[config.mk]
export PLATFORM = sky130hd
export DESIGN_NAME = rst_seq_gen
export DESIGN_NICKNAME = d
export VERILOG_FILES = /design/src/rtl/rst_seq_gen.sv
export SDC_FILE = /design/constraint.sdc
export NUM_CORES = 1
export LEC_CHECK = 0
export CAP_MARGIN = 15
export CORE_MARGIN = 4
export CORE_UTILIZATION = 45
export DETAILED_ROUTE_END_ITERATION = 12
export PLACE_DENSITY_LB_ADDON = 0.12
export SLEW_MARGIN = 30
export SYNTH_ARGS = -nofsm -noshare
export SYNTH_HDL_FRONTEND = slang
export SYNTH_SLANG_ARGS = --single-unit
[constraint.sdc]
create_clock -name clk -period 1.8 [get_ports clk]
set_clock_uncertainty 0.2 [all_clocks]
set_input_delay 0.36 -clock clk [delete_from_list [all_inputs] [get_ports clk]]
set_output_delay 0.36 -clock clk [all_outputs]
set_load 0.02 [all_outputs]
[src/rtl/rst_seq_gen.sv]
// Reset sequencer: holds all downstream resets, then releases them one by one,
// waiting for each domain's synchronized acknowledge (or a timeout) in between.
module rst_seq_gen #(
  parameter int HOLD_CYCLES = 16,
  parameter int NUM_OUT     = 2,
  parameter int GAP_CYCLES  = 4,
  parameter int ACK_TIMEOUT = 64
) (
  input  logic               clk,
  input  logic               reset,
  input  logic               req,
  output logic [NUM_OUT-1:0] rst_n_out,
  input  logic [NUM_OUT-1:0] ack_in,
  output logic               busy,
  output logic               done,
  output logic               timeout
);

  localparam int MAX_HG = (HOLD_CYCLES > GAP_CYCLES) ? HOLD_CYCLES : GAP_CYCLES;
  localparam int MAX_C  = (MAX_HG > ACK_TIMEOUT) ? MAX_HG : ACK_TIMEOUT;
  localparam int CW     = $clog2(MAX_C + 1);
  localparam int IW     = (NUM_OUT > 1) ? $clog2(NUM_OUT) : 1;

  localparam logic [CW-1:0] HOLD_LAST = CW'(HOLD_CYCLES - 1);
  localparam logic [CW-1:0] GAP_LAST  = CW'((GAP_CYCLES > 0) ? (GAP_CYCLES - 1) : 0);
  localparam logic [CW-1:0] ACK_LAST  = CW'(ACK_TIMEOUT - 1);
  localparam logic [IW-1:0] IDX_LAST  = IW'(NUM_OUT - 1);

  typedef enum logic [1:0] {
    S_HOLD     = 2'd0,
    S_WAIT_ACK = 2'd1,
    S_GAP      = 2'd2,
    S_IDLE     = 2'd3
  } state_e;

  state_e             state_q, state_d;
  logic [CW-1:0]      cnt_q, cnt_d;
  logic [IW-1:0]      idx_q, idx_d;
  logic [NUM_OUT-1:0] rst_n_q, rst_n_d;
  logic               busy_q, busy_d;
  logic               done_q, done_d;
  logic               timeout_q, timeout_d;

  function automatic logic [NUM_OUT-1:0] onehot(input logic [IW-1:0] i);
    logic [NUM_OUT-1:0] v;
    v = '0;
    for (int k = 0; k < NUM_OUT; k++) begin
      v[k] = (IW'(k) == i);
    end
    return v;
  endfunction

  // State and registered outputs; reset restarts the sequence from HOLD.
  always_ff @(posedge clk) begin
    if (reset) begin
      state_q   <= S_HOLD;
      cnt_q     <= '0;
      idx_q     <= '0;
      rst_n_q   <= '0;
      busy_q    <= 1'b1;
      done_q    <= 1'b0;
      timeout_q <= 1'b0;
    end else begin
      state_q   <= state_d;
      cnt_q     <= cnt_d;
      idx_q     <= idx_d;
      rst_n_q   <= rst_n_d;
      busy_q    <= busy_d;
      done_q    <= done_d;
      timeout_q <= timeout_d;
    end
  end

  // Next state; a restart request overrides any same-edge completion or timeout.
  always_comb begin
    state_d   = state_q;
    cnt_d     = cnt_q;
    idx_d     = idx_q;
    rst_n_d   = rst_n_q;
    busy_d    = busy_q;
    done_d    = 1'b0;
    timeout_d = timeout_q;
    if (req) begin
      state_d   = S_HOLD;
      cnt_d     = '0;
      idx_d     = '0;
      rst_n_d   = '0;
      busy_d    = 1'b1;
      timeout_d = 1'b0;
    end else begin
      case (state_q)
        S_HOLD: begin
          if (cnt_q == HOLD_LAST) begin
            rst_n_d = onehot('0);
            cnt_d   = '0;
            idx_d   = '0;
            state_d = S_WAIT_ACK;
          end else begin
            cnt_d = cnt_q + 1'b1;
          end
        end
        S_WAIT_ACK: begin
          // A timed-out ack is flagged and then treated exactly like a real one.
          if (ack_in[idx_q] || (cnt_q == ACK_LAST)) begin
            timeout_d = timeout_q | ~ack_in[idx_q];
            cnt_d     = '0;
            if (idx_q == IDX_LAST) begin
              state_d = S_IDLE;
              busy_d  = 1'b0;
              done_d  = 1'b1;
            end else if (GAP_CYCLES == 0) begin
              idx_d   = idx_q + 1'b1;
              rst_n_d = rst_n_q | onehot(idx_q + 1'b1);
            end else begin
              state_d = S_GAP;
            end
          end else begin
            cnt_d = cnt_q + 1'b1;
          end
        end
        S_GAP: begin
          if (cnt_q == GAP_LAST) begin
            idx_d   = idx_q + 1'b1;
            rst_n_d = rst_n_q | onehot(idx_q + 1'b1);
            cnt_d   = '0;
            state_d = S_WAIT_ACK;
          end else begin
            cnt_d = cnt_q + 1'b1;
          end
        end
        S_IDLE: begin
          state_d = S_IDLE;
          busy_d  = 1'b0;
        end
        default: begin
          state_d = S_HOLD;
          cnt_d   = '0;
          idx_d   = '0;
          rst_n_d = '0;
          busy_d  = 1'b1;
        end
      endcase
    end
  end

  assign rst_n_out = rst_n_q;
  assign busy      = busy_q;
  assign done      = done_q;
  assign timeout   = timeout_q;

endmodule

After elaboration in Yosys (flattened, before gate mapping):

Index checks and enable logic that the tools add are counted.

* bits in latches: 0
* memory bits (writable): 0
* flip-flop bits (word level): 15
* memories kept: 0
* output and inout bits: 5
* ROM bits: 0

* bitwise operators: 6
* magnitude comparators: 1
* add/sub/neg operators: 2
* reductions and logical operators: 11
* equality and inequality tests: 10
* $mul: 0
* muxes and demuxes: 20
* shift operators: 0
* divide/modulo/power cells: 0

Operator list (number)
* $mux 7: 3
* $pmux 7 s3: 1
* $reduce_and 3->1: 3
* $mux 1: 8
* $mux 2: 4
* $ne 2x2->1 const B: 4
* $pmux 2 s4: 1
* $add 7x1->7 const B: 1
* $eq 7x2->1 const B: 1
* $eq 7x4->1 const B: 1
* $eq 7x6->1 const B: 1
* $eq 2x2->1 const B: 2
* $not 1->1: 4
* $pmux 1 s2: 2
* $pmux 2 s2: 1
* $reduce_bool 2->1: 2
* $reduce_or 4->1: 1
* $reduce_bool 3->1: 1
* $eq 2x1->1 const B: 1
* $logic_not 2->1: 1
* $lt 1x2->1 const B: 1
* $or 2x2->2: 1
* $reduce_and 2->1: 1
* $reduce_or 2->1: 1
* other kinds (3): 3

Logic depth before layout (Yosys ltp):

* word-level depth: 5
* mapped depth: 7
* mapped depth without buffers: 7

Least setup slack after synthesis:

OpenSTA, ideal clock, no wires.

* path type: register to register
* start point: reg state_q[0]
* end point: reg cnt_q[6]
* clock period less this slack: 1.777 ns
* path buffers: 1
* cell stages (with the launch flop): 7
* data arrival time: 1.457 ns
* setup slack: 0.023 ns
* path through: dfxtp_1 > inv_1 > ha_1 > or3_1 > clkbuf_1 > nand4_1 > nand3_1

* word-level cells in the longest chain between the ends: 2

RTL lines
* from (decl): line 36 `state_e state_q, state_d;`
* from (signal assigned): line 64 `state_q <= state_d;`
* $eq 2x2->1 (tied with other cells): line 91 `case (state_q)`
* $pmux 7 s3 / $reduce_bool 3->1 (equally long branches)
* to (signal assigned): line 65 `cnt_q <= cnt_d;`
* to (decl): line 37 `logic [CW-1:0] cnt_q, cnt_d;`

Several ways; a longest one is shown, not always the timed one.
A chain may end at the register's enable or synchronous reset.

Worst setup path after layout:

* start point: reg done_q (netlist: done)
* end point: out done

RTL lines
* from (decl): line 41 `logic done_q, done_d;`
* from (signal assigned): line 69 `done_q <= done_d;`
* to (decl): line 15 `output logic done,`

No word-level cell between the ends.

==> results.txt <==
----------------------------------------------------
[Outcome]
  Run status ... finished clean

[Hold path]
  Worst min-delay path startpoint ... rst_n_out[0]
  Hold Path Cell Cnt ... 2
  WHS Endpoint ... rst_n_out[0]
  Min-delay worst type ... reg2reg

[Power and ir drop]
  Pwr/cell area ... ~460 nW/um^2
  Share of total power in sequential cells ... 0.583
  Switching pwr ... roughly 0.00013 W
  LEAKAGE ... 0.5301 nW
  Relative contribution of combinational cells to total power ... 0.072
  Sw Share ... 0.2317
  Largest voltage drop on the vdd net ... 0.4632 mV
  Internal power consumption ... ~0.00044 W
  Clock share of power ... 0.345

[Placed design]
  Input/output buffers ... 9
  Pre-CTS setup slack ... -0.1901 ns
  Placer Congestion ... 0.7775
  Placement Cell Area ... about 1100 um^2
  Placed wire-length estimate ... about 1600 um
  Number of placed instances, taps included ... 160

[Final layout]
  Area delta synth->final ... 38.75%
  Count of antenna diodes in the layout ... 0
  End-of-flow core utilization ... 0.6938
  Post-layout net count ... roughly 150
  Non-filler cells in the finished layout ... about 170
  Ratio of cells with drive above 1 in the final layout ... 0.3214
  Area of all placed cells without fillers ... 1250 um^2

[Timing]
  Post-route fraction of the period consumed by the critical path ... 0.9777
  Normalized max-slew margin ... 0.7716
  Number of setup violations in the final report ... 0
  Final critical-path setup slack ... about 0.04 ns
  Final Hold Violating Endpoints ... 0
  Timing-limited maximum frequency ... between 500 and 600 MHz
  Max-slew violations ... 0
  Measured slew at the worst slew-check pin ... ~0.34 ns
  Fin Hold WS ... roughly 0.28 ns
  Final critical delay including setup and external delays ... approximately 1.8 ns

[Clock tree]
  CTS tree ... built
  Clock insertion delay at the later pin of the skew report ... between 0.2 and 0.3 ns
  Number of buffers between clock root and the deepest sink ... 2
  Level count of the clock H-tree ... 1
  CTS Root Cell ... sky130_fd_sc_hd__clkbuf_4
  Number of buffers inserted during clock tree synthesis ... 3
  CTS sink cnt ... 15
  Post-CTS clock slew at the launch and capture registers of the worst setup and hold paths ... around 0.09 ns

[Synthesis]
  Proportion of synthesized chip area in sequential cells ... 0.3333
  Cells taking the most area after synthesis ... sky130_fd_sc_hd__dfxtp_1, sky130_fd_sc_hd__ha_1, sky130_fd_sc_hd__nand3_1
  Library cell with the highest instance count after synthesis ... sky130_fd_sc_hd__dfxtp_1
  Top cell type by total area after synthesis ... sky130_fd_sc_hd__dfxtp_1
  Main combinational cell family by area after synthesis ... simple AND/OR/NAND/NOR gates
  Cell area after synthesis ... 900.9 um^2
  Number of synthesized flops with an enable pin ... 0
  Share of synthesized cell area in full adder, half adder and majority cells ... 0.08333
  Cell types with the highest counts after synthesis ... sky130_fd_sc_hd__dfxtp_1, sky130_fd_sc_hd__nand3_1, sky130_fd_sc_hd__nor2_1
  Gate count of the mapped netlist ... 112
  Number of warnings reported in the yosys synthesis log ... 0
  Most frequently used flop master after synthesis ... sky130_fd_sc_hd__dfxtp_1
  Synthesized-area fraction occupied by ao, oa, aoi and oai cells ... 0.1861
  Number of distinct library cells after synthesis ... 32
  Share of Yosys cell area claimed by the top area cell type ... 0.3333
  Share of synthesized cell area in and, or, nand and nor gates ... 0.3208
  Post-synthesis share of cell area spent on xor and xnor gates ... 0
  Avg Inst Size Synth ... roughly 8 um^2
  Multiplexer share of the synthesized area ... 0.01111
  Register bit count reported by yosys ... 15
  Syn Nets ... 123
  Post-synthesis async set-or-reset flop share ... 0

[Setup path]
  Highest-delay cell along the critical path ... sky130_fd_sc_hd__clkdlybuf4s50_1
  Critical register-to-register path endpoint ... rst_n_out[1]
  Worst r2r path cells ... 4
  CP cell instances ... clkdlybuf4s50_1
  Maximum cell stage delay along the critical path ... just under 0.6 ns
  Critical Path Source Type ... register
  Data arrival time at the worst-slack endpoint ... between 1 and 1.5 ns
  Worst Path Max Fanout ... 1
  Gate family responsible for the most delay along the worst path ... buffers and inverters
  Critical R2R Launch ... cnt_q[4]
  Number of buffers and inverters on the critical path ... 1
  Critical path start-end classification ... reg2out
  Type of destination of the critical path ... output port
  Endpoint required time on the critical path ... approximately 1.2 ns
  Setup slack, reg-to-reg ... approximately 0.070 ns

[Flow run]
  Number of max-cap violations ... 0

[Floorplan]
  Floorplan core area ... 1802 um^2
  Num rows ... 15
  Starting density of the core ... 0.5000
  Die Height ... ~53 um
  Die outline area ... 2782 um^2
  Die boundary width ... between 50 and 60 um
  Number of primary I/O pins ... 10

[Global route]
  Global-route usage over all layers ... 0.1833
  Sum of overflow across all layers after global routing ... 0
  Via count of the first global-routing pass ... slightly below 900
  Pin count of the biggest net entering global routing ... 10
  Initial antenna violation count ... 0
  First-pass GRT wire length ... about 3800 um

[Routing]
  Final antenna-violating net count ... 0
  Routed wirelength normalized by instance count ... about 15 um
  Routed vias/inst ... 5.818
  Total wirelength of the detailed-routed design ... 2462 um
  First-pass iteration count of the detailed router ... 4
  Count of unresolved DRC violations after routing ... 0
  Via count ... 960
  Number of design-rule violations left by the first detailed-router iteration ... 35

----------------------------------------------------
==> sequential cells by signal, indices dropped and copies added (netlist names) <==
signal / count
state_q: 2
done: 1
cnt_q: 7
rst_n_out: 2
timeout: 1
idx_q: 1
busy: 1
==> cell usage in the layout, fill, tap and decap left out, types with 2 or more instances in the layout <==
cell type	synthesis	layout
sky130_fd_sc_hd__buf_4	2	20
sky130_fd_sc_hd__nand3_1	13	12
sky130_fd_sc_hd__dfxtp_1	15	12
sky130_fd_sc_hd__nor2_1	9	9
sky130_fd_sc_hd__a21oi_1	8	8
sky130_fd_sc_hd__inv_1	7	7
sky130_fd_sc_hd__nand2_1	8	7
sky130_fd_sc_hd__clkdlybuf4s50_1	0	5
sky130_fd_sc_hd__nor3_1	5	4
sky130_fd_sc_hd__o211ai_1	4	4
sky130_fd_sc_hd__o21ai_0	4	4
sky130_fd_sc_hd__and3_1	3	3
sky130_fd_sc_hd__nor4_1	3	3
sky130_fd_sc_hd__ha_1	6	3
sky130_fd_sc_hd__clkbuf_4	0	3
sky130_fd_sc_hd__dfxtp_2	0	3
sky130_fd_sc_hd__dlymetal6s2s_1	0	3
sky130_fd_sc_hd__nand2_2	1	2
sky130_fd_sc_hd__nand4b_1	2	2
sky130_fd_sc_hd__or2_2	2	2
sky130_fd_sc_hd__or3_4	1	2
sky130_fd_sc_hd__nand4_1	2	2
sky130_fd_sc_hd__ha_4	0	2
==> layout make-up <==
class,count,area (um^2)
inverter,7,26.28
timing repair buffer,29,246.5
fill,158,551.8
clock buffer,4,26.28
sequential,15,304.0
tap,25,31.28
multi-input combinational,85,615.6
==> how the worst max path moves through the flow <==
stage                      start           end  slack, ns  depth (start not counted)
floorplan             state_q[0]      cnt_q[6]       0.02                          6
detailed placement     ack_in[1]    state_q[0]      -0.19                          6
finish                      done          done       0.04                          1
global route           ack_in[1]    state_q[0]      -0.03                          6
global placement       ack_in[1]    state_q[0]      -0.16                          6
CTS                 rst_n_out[0]  rst_n_out[0]      0.008                          1
==> cells by family after synthesis <==
| family | after synthesis |
|---|---|
| DFF | 15 |
| AOI/OAI and AO/OA | 23 |
| adders and majority gates | 6 |
| buffers and inverters | 13 |
| and+or+nand+nor | 54 |
| muxes | 1 |
==> per-layer routing <==
layer  track usage  part of all wire  vias to the layer above  wire length (um)
li1              -                 -                      468                 -
met1        0.2239              0.41                      450              1005
met2        0.3099              0.51                       34              1252
met3       0.02564             0.061                        8               151
met4       0.08936             0.022                        0                53
met5             0                 0                        -                 0
==> metrics by stage <==
stage	power [W]	setup TNS, ns
after floorplan	0.0003593	0
after global placement	0.0003806	-0.8696
after detailed placement	0.0003813	-1.029
after CTS	0.0005767	0
after global routing	0.0006140	-0.03037
final	0.0005767	0
==> power by group through the flow <==
stage                     Clock, W  Combinational, W  Sequential [W]
after floorplan                  0         0.0000161        0.000343
after detailed placement         0         0.0000382        0.000343
after global placement           0         0.0000378        0.000343
after CTS                 0.000203         0.0000386        0.000335
after global routing      0.000232         0.0000450        0.000337
final                     0.000199         0.0000415        0.000336
==> timing repair <==
action	4_1_cts	5_1_grt
buffers inserted	0	0
gates cloned	0	1
hold buffers	0	0
pin swaps	0	4
gates resized for setup	4	15
setup endpoints to repair	11	16
Power figures use the tool's default switching activity.
